### config.mk
export PLATFORM = sky130hd
export DESIGN_NAME = layer2
export DESIGN_NICKNAME = d
export VERILOG_FILES = /design/src/rtl/layer2.sv
export SDC_FILE = /design/constraint.sdc
export NUM_CORES = 1
export LEC_CHECK = 0
export BUFFER_PORTS_ARGS = -buffer_cell sky130_fd_sc_hd__clkbuf_2
export CORE_MARGIN = 4
export CORE_UTILIZATION = 42
export CTS_BUF_LIST = sky130_fd_sc_hd__clkbuf_4
export DETAILED_ROUTE_END_ITERATION = 6
export GPL_ROUTABILITY_DRIVEN = 1
export GPL_TIMING_DRIVEN = 0
export SYNTH_ARGS = -nofsm -noshare
export SYNTH_HDL_FRONTEND = slang
export SYNTH_SLANG_ARGS = --single-unit
export TNS_END_PERCENT = 1
### constraint.sdc
create_clock -name clk -period 5.5 [get_ports clk]
set_input_delay 0.275 -clock clk [delete_from_list [all_inputs] [get_ports clk]]
set_output_delay 0.275 -clock clk [all_outputs]
set_load 0.005 [all_outputs]
### src/rtl/layer2.sv
// Second fully-connected MNIST stage: ReLU over hidden sums, MAC against W2 over Avalon-MM,
// writes 10 saturated class scores and reports the argmax class.
module layer2 #(
    parameter logic [31:0] L1_BASE  = 32'd400_000,
    parameter logic [31:0] W2_BASE  = 32'd200_000,
    parameter logic [31:0] OUT_BASE = 32'd500_000,
    parameter int          N_IN     = 200,
    parameter int          N_OUT    = 10
) (
    input  logic        clk,
    input  logic        reset,
    input  logic        waitrequest,
    input  logic        readdatavalid,
    input  logic [15:0] readdata,
    output logic        chipselect,
    output logic [1:0]  byteenable,
    output logic        read_n,
    output logic        write_n,
    output logic [31:0] address,
    output logic [15:0] writedata,
    input  logic        ready,
    output logic        done,
    output logic [3:0]  class_out,
    output logic [31:0] toHexLed
);

    typedef enum logic [3:0] {
        IDLE, RD_L1, WT_L1, RD_W2, WT_W2, MAC, WR_OUT, NEXT, DONE
    } state_t;

    state_t             state, state_d;
    logic [7:0]         i, i_d;
    logic [3:0]         j, j_d;
    logic signed [15:0] act, act_d;
    logic signed [15:0] w, w_d;
    logic signed [31:0] acc, acc_d;
    logic signed [15:0] best_val, best_val_d;
    logic [3:0]         best_idx, best_idx_d;
    logic [3:0]         class_d;
    logic signed [15:0] sat_acc;
    logic signed [31:0] product;
    logic [31:0]        w2_index;
    logic               accepted;
    logic               better;

    assign accepted = !waitrequest;
    assign product  = 32'(act) * 32'(w);
    assign w2_index = 32'(j) * 32'(N_IN) + 32'(i);
    assign better   = sat_acc > best_val;

    always_comb begin
        if (acc > 32'sd32767)
            sat_acc = 16'sh7FFF;
        else if (acc < -32'sd32768)
            sat_acc = 16'sh8000;
        else
            sat_acc = acc[15:0];
    end

    // Bus outputs depend only on registered state and counters.
    always_comb begin
        chipselect = 1'b1;
        byteenable = 2'b11;
        read_n     = !(state == RD_L1 || state == RD_W2);
        write_n    = (state != WR_OUT);
        done       = (state == DONE);
        writedata  = (state == WR_OUT) ? sat_acc : 16'h0000;
        case (state)
            RD_L1:   address = L1_BASE + {23'b0, i, 1'b0};
            RD_W2:   address = W2_BASE + {w2_index[30:0], 1'b0};
            WR_OUT:  address = OUT_BASE + {27'b0, j, 1'b0};
            default: address = 32'h0;
        endcase
        toHexLed = {24'h0, class_out, state};
    end

    always_comb begin
        state_d    = state;
        i_d        = i;
        j_d        = j;
        act_d      = act;
        w_d        = w;
        acc_d      = acc;
        best_val_d = best_val;
        best_idx_d = best_idx;
        class_d    = class_out;
        case (state)
            IDLE: begin
                if (ready) begin
                    state_d    = RD_L1;
                    i_d        = 8'd0;
                    j_d        = 4'd0;
                    acc_d      = 32'sd0;
                    best_val_d = 16'sh8000;
                    best_idx_d = 4'd0;
                end
            end
            RD_L1:  if (accepted) state_d = WT_L1;
            WT_L1: begin
                if (readdatavalid) begin
                    act_d   = readdata[15] ? 16'sd0 : readdata;
                    state_d = RD_W2;
                end
            end
            RD_W2:  if (accepted) state_d = WT_W2;
            WT_W2: begin
                if (readdatavalid) begin
                    w_d     = readdata;
                    state_d = MAC;
                end
            end
            MAC: begin
                acc_d = acc + product;
                if (i == 8'(N_IN - 1)) begin
                    state_d = WR_OUT;
                end else begin
                    i_d     = i + 8'd1;
                    state_d = RD_L1;
                end
            end
            WR_OUT: if (accepted) state_d = NEXT;
            NEXT: begin
                // Strict compare so ties keep the lowest class index.
                if (better) begin
                    best_val_d = sat_acc;
                    best_idx_d = j;
                end
                acc_d = 32'sd0;
                i_d   = 8'd0;
                if (j == 4'(N_OUT - 1)) begin
                    class_d = better ? j : best_idx;
                    state_d = DONE;
                end else begin
                    j_d     = j + 4'd1;
                    state_d = RD_L1;
                end
            end
            DONE:    if (!ready) state_d = IDLE;
            default: state_d = IDLE;
        endcase
    end

    always_ff @(posedge clk) begin
        if (reset) begin
            state     <= IDLE;
            i         <= 8'd0;
            j         <= 4'd0;
            act       <= 16'sd0;
            w         <= 16'sd0;
            acc       <= 32'sd0;
            best_val  <= 16'sh8000;
            best_idx  <= 4'd0;
            class_out <= 4'd0;
        end else begin
            state     <= state_d;
            i         <= i_d;
            j         <= j_d;
            act       <= act_d;
            w         <= w_d;
            acc       <= acc_d;
            best_val  <= best_val_d;
            best_idx  <= best_idx_d;
            class_out <= class_d;
        end
    end

endmodule
==> impl_metrics.tcl, run 1 <==
set metrics [dict create \
    peakVddDrop_mv 0.115 \
    grtUsageTotal 0.237 \
    place.gp.congestion 0.929 \
    vias 13165 \
    seq_area_frac_synth 0.134 \
    setup_viol 13 \
    syn_area_um2 15400 \
    min_from "waitrequest" \
    p_leak_nw 9.00 \
    ys_warn_count 0 \
    worstHoldEndpoint "state[2]" \
    instances_no_fill 2525 \
    path_common_cell "fa_1" \
    r2r_start "w[5]" \
    wl_per_cell_um 18.1 \
    holdPathStages 4 \
    clk_pin_slew_ns 0.22 \
    path_cells "clkbuf_8 > buf_6 > and2_4 > fa_1 > inv_1 > fa_1 > fa_1 > inv_1 > fa_1 > fa_1 > inv_2 > fa_1 > inv_2 > ha_4 > a21o_1 > a21o_1 > a211oi_2 > buf_4 > a21oi_2 > or3_1 > a32o_1" \
    cts.sinks 103 \
    synthTopCellsByArea "fa_1 (28%), dfxtp_1 (13%), ha_1 (12%)" \
    failed_checks "setup timing" \
    ctsHtreeMaxLevel 3 \
    io_pins 111 \
    synthCells 1848 \
    synth_area_per_cell_um2 8.32 \
    grt_pass1_wl_um 74600 \
    fin_tns_setup_ns -1.26 \
    die_area_um2 39700 \
    port-buffer-count 67 \
    r2r-end "acc[21]" \
    maxCapViolCount 0 \
    first_pass_iters 5 \
    yosys.area.top_type "fa_1" \
    rrSetupSlack_ns -0.19 \
    antenna_found_initial 1 \
    route.met2.wl_um 21000 \
    ant_nets 0 \
    critPathKind "register to register" \
    cts_buffers 9 \
    ys.flop_type "dfxtp_1" \
    slew-limit-headroom 0.436 \
    viasPerCell 5.21 \
    whs_ns 0.0682 \
    die_w_um 199 \
    hold_viol_final 0 \
    cp_slowest_cell "fa_1" \
    drtIter0Drc 802 \
    cts_tree "yes" \
    power.total_w 0.00177 \
    drt-total-wl_um 45600 \
    worstPathArrival_ns 6.16 \
    layout-drive-gt1-share 0.180 \
    cts-root-buf "clkbuf_4" \
    drc 0 \
    layout.nets 2443 \
    wl_met1_um 20600 \
    worstSetupStartpointType "register" \
    area_delta_synth_final_pct 19.2 \
    crit_path_max_fanout 6 \
    yosysUniqueCellTypes 67 \
    yosys_register_bits 103 \
    crit_family "adder cells" \
    clock_skew_ns 0.0339 \
    synth_edf_count 0 \
    worst_r2r_path_depth 21 \
    worst_slack_ns -0.190 \
    synth_top_area_share 0.277 \
    cts_buffer_depth 2 \
    multi_input_area_um2 11900 \
    grt_pass1_vias 13537 \
    worstMarginPinSlew_ns 0.842 \
    insertion_delay_ns 0.54 \
    min_period_over_period 1.03 \
    row_count 69 \
    seqCellArea_um2 2170 \
    n_fill_cell 3409 \
    async_flop_share 0 \
    clock.fmax_mhz 176 \
    worstHoldPathType "input pin to register" \
    slew_violations 0 \
    critPathRequiredTime_ns 5.97 \
    gr-total-overflow 0 \
    wl_met3_um 2500 \
    start_util 0.429 \
    cp-end-kind "register" \
    rsz0062_at_grt "yes" \
    outcome "finished, violations left" \
    fin_crit_ns 5.69 \
    die_h_um 199 \
    grt_max_degree 21 \
    p_per_area_nw_per_um2 96.5 \
    dp_hpwl_um 36000 \
    max_stage_delay_ns 0.56 \
    core_um2 35800 \
    final_util 0.512 \
    crit_buf_inv 7 \
    maxUsedRoutingLayer "met4" \
    dp.cells 2415 \
]
worst reg2reg max path, cell delays in order (launching register included):
cell	delay [ns]
dfxtp_4	0.40
clkbuf_8	0.16
buf_6	0.13
and2_4	0.14
fa_1	0.50
inv_1	0.05
fa_1	0.44
fa_1	0.49
inv_1	0.05
fa_1	0.52
fa_1	0.56
inv_2	0.04
fa_1	0.49
inv_2	0.05
ha_4	0.23
a21o_1	0.19
a21o_1	0.17
a211oi_2	0.18
buf_4	0.18
a21oi_2	0.07
or3_1	0.36
a32o_1	0.25
state kept, by name, summed over array words and instances (netlist names):
signal     cells
state          4
acc           32
class_out      4
w             16
j              4
best_val      16
i              8
best_idx       4
act           15
repair_timing:
| item | CTS | global route |
|---|---|---|
| buffers inserted | 75 | 4 |
| pin swaps | 81 | 25 |
| resized for setup | 180 | 16 |
| hold buffers | 15 | 0 |
| setup endpoints to repair | 22 | 20 |
| hold endpoints to repair | 15 | 0 |
metal layers:
| layer | global-route usage | vias up |
|---|---|---|
| li1 | - | 6230 |
| met1 | 0.337 | 6457 |
| met2 | 0.384 | 401 |
| met3 | 0.0278 | 77 |
| met4 | 0.0709 | 0 |
| met5 | 0 | - |
cells in the mapped netlist, drive strengths merged, types with 19 or more instances:
cell type and number:
nand2 205, clkbuf 72, o21ai 35, nand4 32, o311ai 19, xnor2 22, and2 137, buf 56
o21a 24, inv 346, dfxtp 103, nand3 24, nor2 87, a21o 31, nor3b 20, fa 213
ha 152, a21oi 103
how the worst max path moves through the flow:
stage | start | endpoint | cells after the start
floorplan | w[14] | acc[25] | 18
global placement | w[15] | acc[24] | 19
detailed placement | w[15] | acc[24] | 19
CTS | w[6] | acc[14] | 20
global route | w[7] | acc[28] | 19
finish | w[5] | acc[21] | 21
where the power goes:
group | switching [W] | total [W] | internal [W]
Sequential | 0.0000260 | 0.000781 | 0.000755
Clock | 0.000325 | 0.000432 | 0.000107
Combinational | 0.000348 | 0.000555 | 0.000207
per-stage QoR:
stage          setup WS (ns)  area (µm²)
6_report              -0.190       18300
5_1_grt               -0.344       18300
4_1_cts               -0.109       18200
3_5_place_dp          -0.833       16600
3_3_place_gp          -0.812       16600
2_1_floorplan        0.00452       15700
area by class of cell:
type | count | share of cell area
Antenna cell | 2 | 0.000273
Buffer | 126 | 0.0573
Clock buffer | 9 | 0.00369
Clock inverter | 7 | 0.00382
Inverter | 346 | 0.0709
Multi-Input combinational cell | 1310 | 0.651
Sequential cell | 103 | 0.119
Tap cell | 461 | 0.0315
Timing Repair Buffer | 161 | 0.0630
placed cells by master, fill, tap and decap left out, drive strengths merged, types with 4 or more instances in the layout:
| cell type | netlist | routed |
|---|---|---|
| a211oi | 6 | 6 |
| a21o | 31 | 31 |
| a21oi | 103 | 103 |
| a22oi | 7 | 7 |
| a311oi | 6 | 6 |
| a32o | 4 | 4 |
| a32oi | 4 | 4 |
| and2 | 137 | 137 |
| and3 | 6 | 6 |
| buf | 56 | 135 |
| clkbuf | 72 | 146 |
| conb | 2 | 41 |
| dfxtp | 103 | 103 |
| dlygate4sd3 | 0 | 15 |
| fa | 213 | 213 |
| ha | 152 | 152 |
| inv | 346 | 351 |
| mux2i | 8 | 8 |
| nand2 | 205 | 205 |
| nand2b | 9 | 9 |
| nand3 | 24 | 24 |
| nand4 | 32 | 32 |
| nor2 | 87 | 87 |
| nor2b | 14 | 14 |
| nor3 | 14 | 14 |
| nor3b | 20 | 20 |
| nor4 | 7 | 7 |
| o2111ai | 4 | 4 |
| o211ai | 7 | 7 |
| o21a | 24 | 24 |
| o21ai | 35 | 35 |
| o21bai | 4 | 4 |
| o311ai | 19 | 19 |
| o31ai | 5 | 5 |
| or3 | 10 | 10 |
| xnor2 | 22 | 22 |
| xor2 | 16 | 16 |
kinds of logic (layout without fill, tap and decap cells):
kind of cell | after synthesis | in the layout | synth area share
simple gates | 573 | 573 | 0.185
mux | 8 | 8 | 0.00521
buf+inv | 474 | 649 | 0.127
other cells | 2 | 43 | 0.000488
fa+ha+maj | 365 | 365 | 0.401
compound gates | 285 | 285 | 0.125
xor+xnor | 38 | 38 | 0.0216
flops | 103 | 103 | 0.134
No activity file was read; power rests on OpenSTA's default activity.
==> run 2, diff against run 1 <==
--- a/config.mk
+++ b/config.mk
@@ -12,6 +12,8 @@
 export DETAILED_ROUTE_END_ITERATION = 6
 export GPL_ROUTABILITY_DRIVEN = 1
 export GPL_TIMING_DRIVEN = 0
+export HOLD_SLACK_MARGIN = 0.1
+export REMOVE_ABC_BUFFERS = 1
 export SYNTH_ARGS = -nofsm -noshare
 export SYNTH_HDL_FRONTEND = slang
 export SYNTH_SLANG_ARGS = --single-unit
==> impl_metrics.tcl, run 2 (same netlist as run 1, synthesis figures left out) <==
set metrics [dict create \
    clock.fmax_mhz 180 \
    worstSetupStartpointType "register" \
    largest_reg_flops 32 \
    failed_checks "setup timing" \
    instances_no_fill 2422 \
    fin_crit_ns 5.56 \
    min_period_over_period 1.01 \
    slew-limit-headroom 0.126 \
    worstHoldPathType "input pin to register" \
    critPathKind "register to register" \
    seqCellArea_um2 2170 \
    cts_buffer_depth 2 \
    outcome "finished, violations left" \
    cp-end-kind "register" \
    r2r-end "acc[27]" \
    dp.cells 2290 \
    ctsHtreeMaxLevel 3 \
    drt-total-wl_um 42000 \
    ant_nets 0 \
    p_per_area_nw_per_um2 98.5 \
    worstHoldEndpoint "j[2]" \
    wl_per_cell_um 17.4 \
    clock_skew_ns 0.0361 \
    grt_pass1_vias 12965 \
    gr-total-overflow 0 \
    die_area_um2 39700 \
    multi_input_area_um2 12000 \
    die_w_um 199 \
    layout-drive-gt1-share 0.161 \
    final_common_cell "inv_1" \
    grt_max_degree 82 \
    die_h_um 199 \
    fin_tns_setup_ns -0.282 \
    core_um2 35800 \
    area_delta_synth_final_pct 14.4 \
    place.gp.congestion 0.862 \
    critPathRequiredTime_ns 5.97 \
    cts-root-buf "clkbuf_4" \
    insertion_delay_ns 0.55 \
    first_pass_iters 6 \
    cts_buffers 9 \
    worst_slack_ns -0.0640 \
    port-buffer-count 69 \
    crit_path_max_fanout 4 \
    antenna_found_initial 4 \
    peakVddDrop_mv 0.107 \
    min_from "ready" \
    row_count 69 \
    maxCapViolCount 0 \
    viasPerCell 5.27 \
    vias 12752 \
    worstMarginPinSlew_ns 1.31 \
    drc 0 \
    clk_pin_slew_ns 0.21 \
    grt_pass1_wl_um 69300 \
    setup_viol 11 \
    mostFrequentLayoutCells "inv_1 (331), fa_1 (205), nand2_1 (197)" \
    io_pins 111 \
    slew_violations 0 \
    rsz0062_at_grt "yes" \
    top_register "acc" \
    reg.largest.list "acc: 32 flops, best_val: 16 flops, w: 16 flops" \
    worstPathArrival_ns 6.04 \
    dp_slack_ns -1.11 \
    r2r_start "w[9]" \
    cts.sinks 103 \
    holdPathStages 4 \
    grtUsageTotal 0.217 \
    n_fill_cell 3415 \
    hold_viol_final 0 \
    drtIter0Drc 953 \
    cts_tree "yes" \
    dp_hpwl_um 29900 \
    start_util 0.429 \
    rrSetupSlack_ns -0.06 \
    worst_r2r_path_depth 22 \
    layout.nets 2338 \
    p_leak_nw 8.59 \
]
run 2: cell types whose count changed in the layout (fill, tap and decap cells not counted), moves of 5 or more:
cell and change:
inv_2 +5, clkbuf_1 -39, inv_1 -5, clkbuf_16 -11
fa_1 +6, clkbuf_4 -5, nor2b_1 +5, buf_4 -38
clkbuf_8 -14, fa_2 -6, buf_6 +7, buf_2 -9
run 2: worst max-delay path by stage:
| stage | start | end | slack (ns) | cells past startpoint |
|---|---|---|---|---|
| after floorplan | w[9] | acc[25] | -0.23 | 19 |
| after global placement | w[9] | acc[25] | -1.06 | 19 |
| after detailed placement | w[9] | acc[25] | -1.11 | 19 |
| after CTS | act[0] | acc[14] | -0.003 | 21 |
| after global routing | act[10] | acc[25] | -0.23 | 21 |
| final | w[9] | acc[27] | -0.06 | 22 |
run 2: stage by stage:
step	hold WS [ns]	total power, W	util	area, µm²
floorplan	0.344	0.00105	-	14900
global placement	0.468	0.00122	0.441	15800
detailed placement	0.477	0.00123	0.441	15800
CTS	0.181	0.00173	0.484	17400
global route	0.225	0.00182	0.491	17600
finish	0.214	0.00173	0.491	17600
run 2: critical path, cell delays in order (launching register included):
cell	delay (ns)
dfxtp_4	0.46
buf_6	0.11
nand2_2	0.05
fa_1	0.47
inv_1	0.05
fa_1	0.47
inv_1	0.05
fa_1	0.51
inv_2	0.05
fa_1	0.52
fa_1	0.56
inv_2	0.05
fa_1	0.52
inv_2	0.05
ha_4	0.21
a21o_1	0.18
buf_6	0.12
o21bai_4	0.16
a221oi_2	0.26
or2_4	0.19
nand3_4	0.08
and3_4	0.18
o31ai_1	0.18
run 2: final cells by class:
class,instances,share of cell area
Sequential cell,103,0.124
Multi-Input combinational cell,1310,0.681
Inverter,346,0.0738
Antenna cell,4,0.000569
Clock buffer,9,0.00384
Tap cell,461,0.0328
Timing Repair Buffer,182,0.0788
Clock inverter,7,0.00512
run 2: where the power goes:
part	total, W	leakage (nW)	switching (W)	internal, W
sequential	0.000819	0.854	0.0000644	0.000755
clock	0.000459	0.0782	0.000346	0.000112
combinational	0.000455	7.66	0.000290	0.000164
run 2: timing repair:
| action | CTS | global route |
|---|---|---|
| hold buffers | 16 | 0 |
| resized for setup | 151 | 36 |
| endpoints found under the setup margin | 21 | 18 |
| pin swaps | 94 | 52 |
| gates cloned | 1 | 0 |
| buffers inserted | 83 | 10 |
| endpoints found under the hold margin | 29 | 0 |
run 2: layer usage:
layer,share of wire,global-route usage,up-vias
li1,-,-,6033
met1,0.46,0.312,6360
met2,0.46,0.345,303
met3,0.050,0.0302,56
met4,0.026,0.0586,0
met5,0,0,-
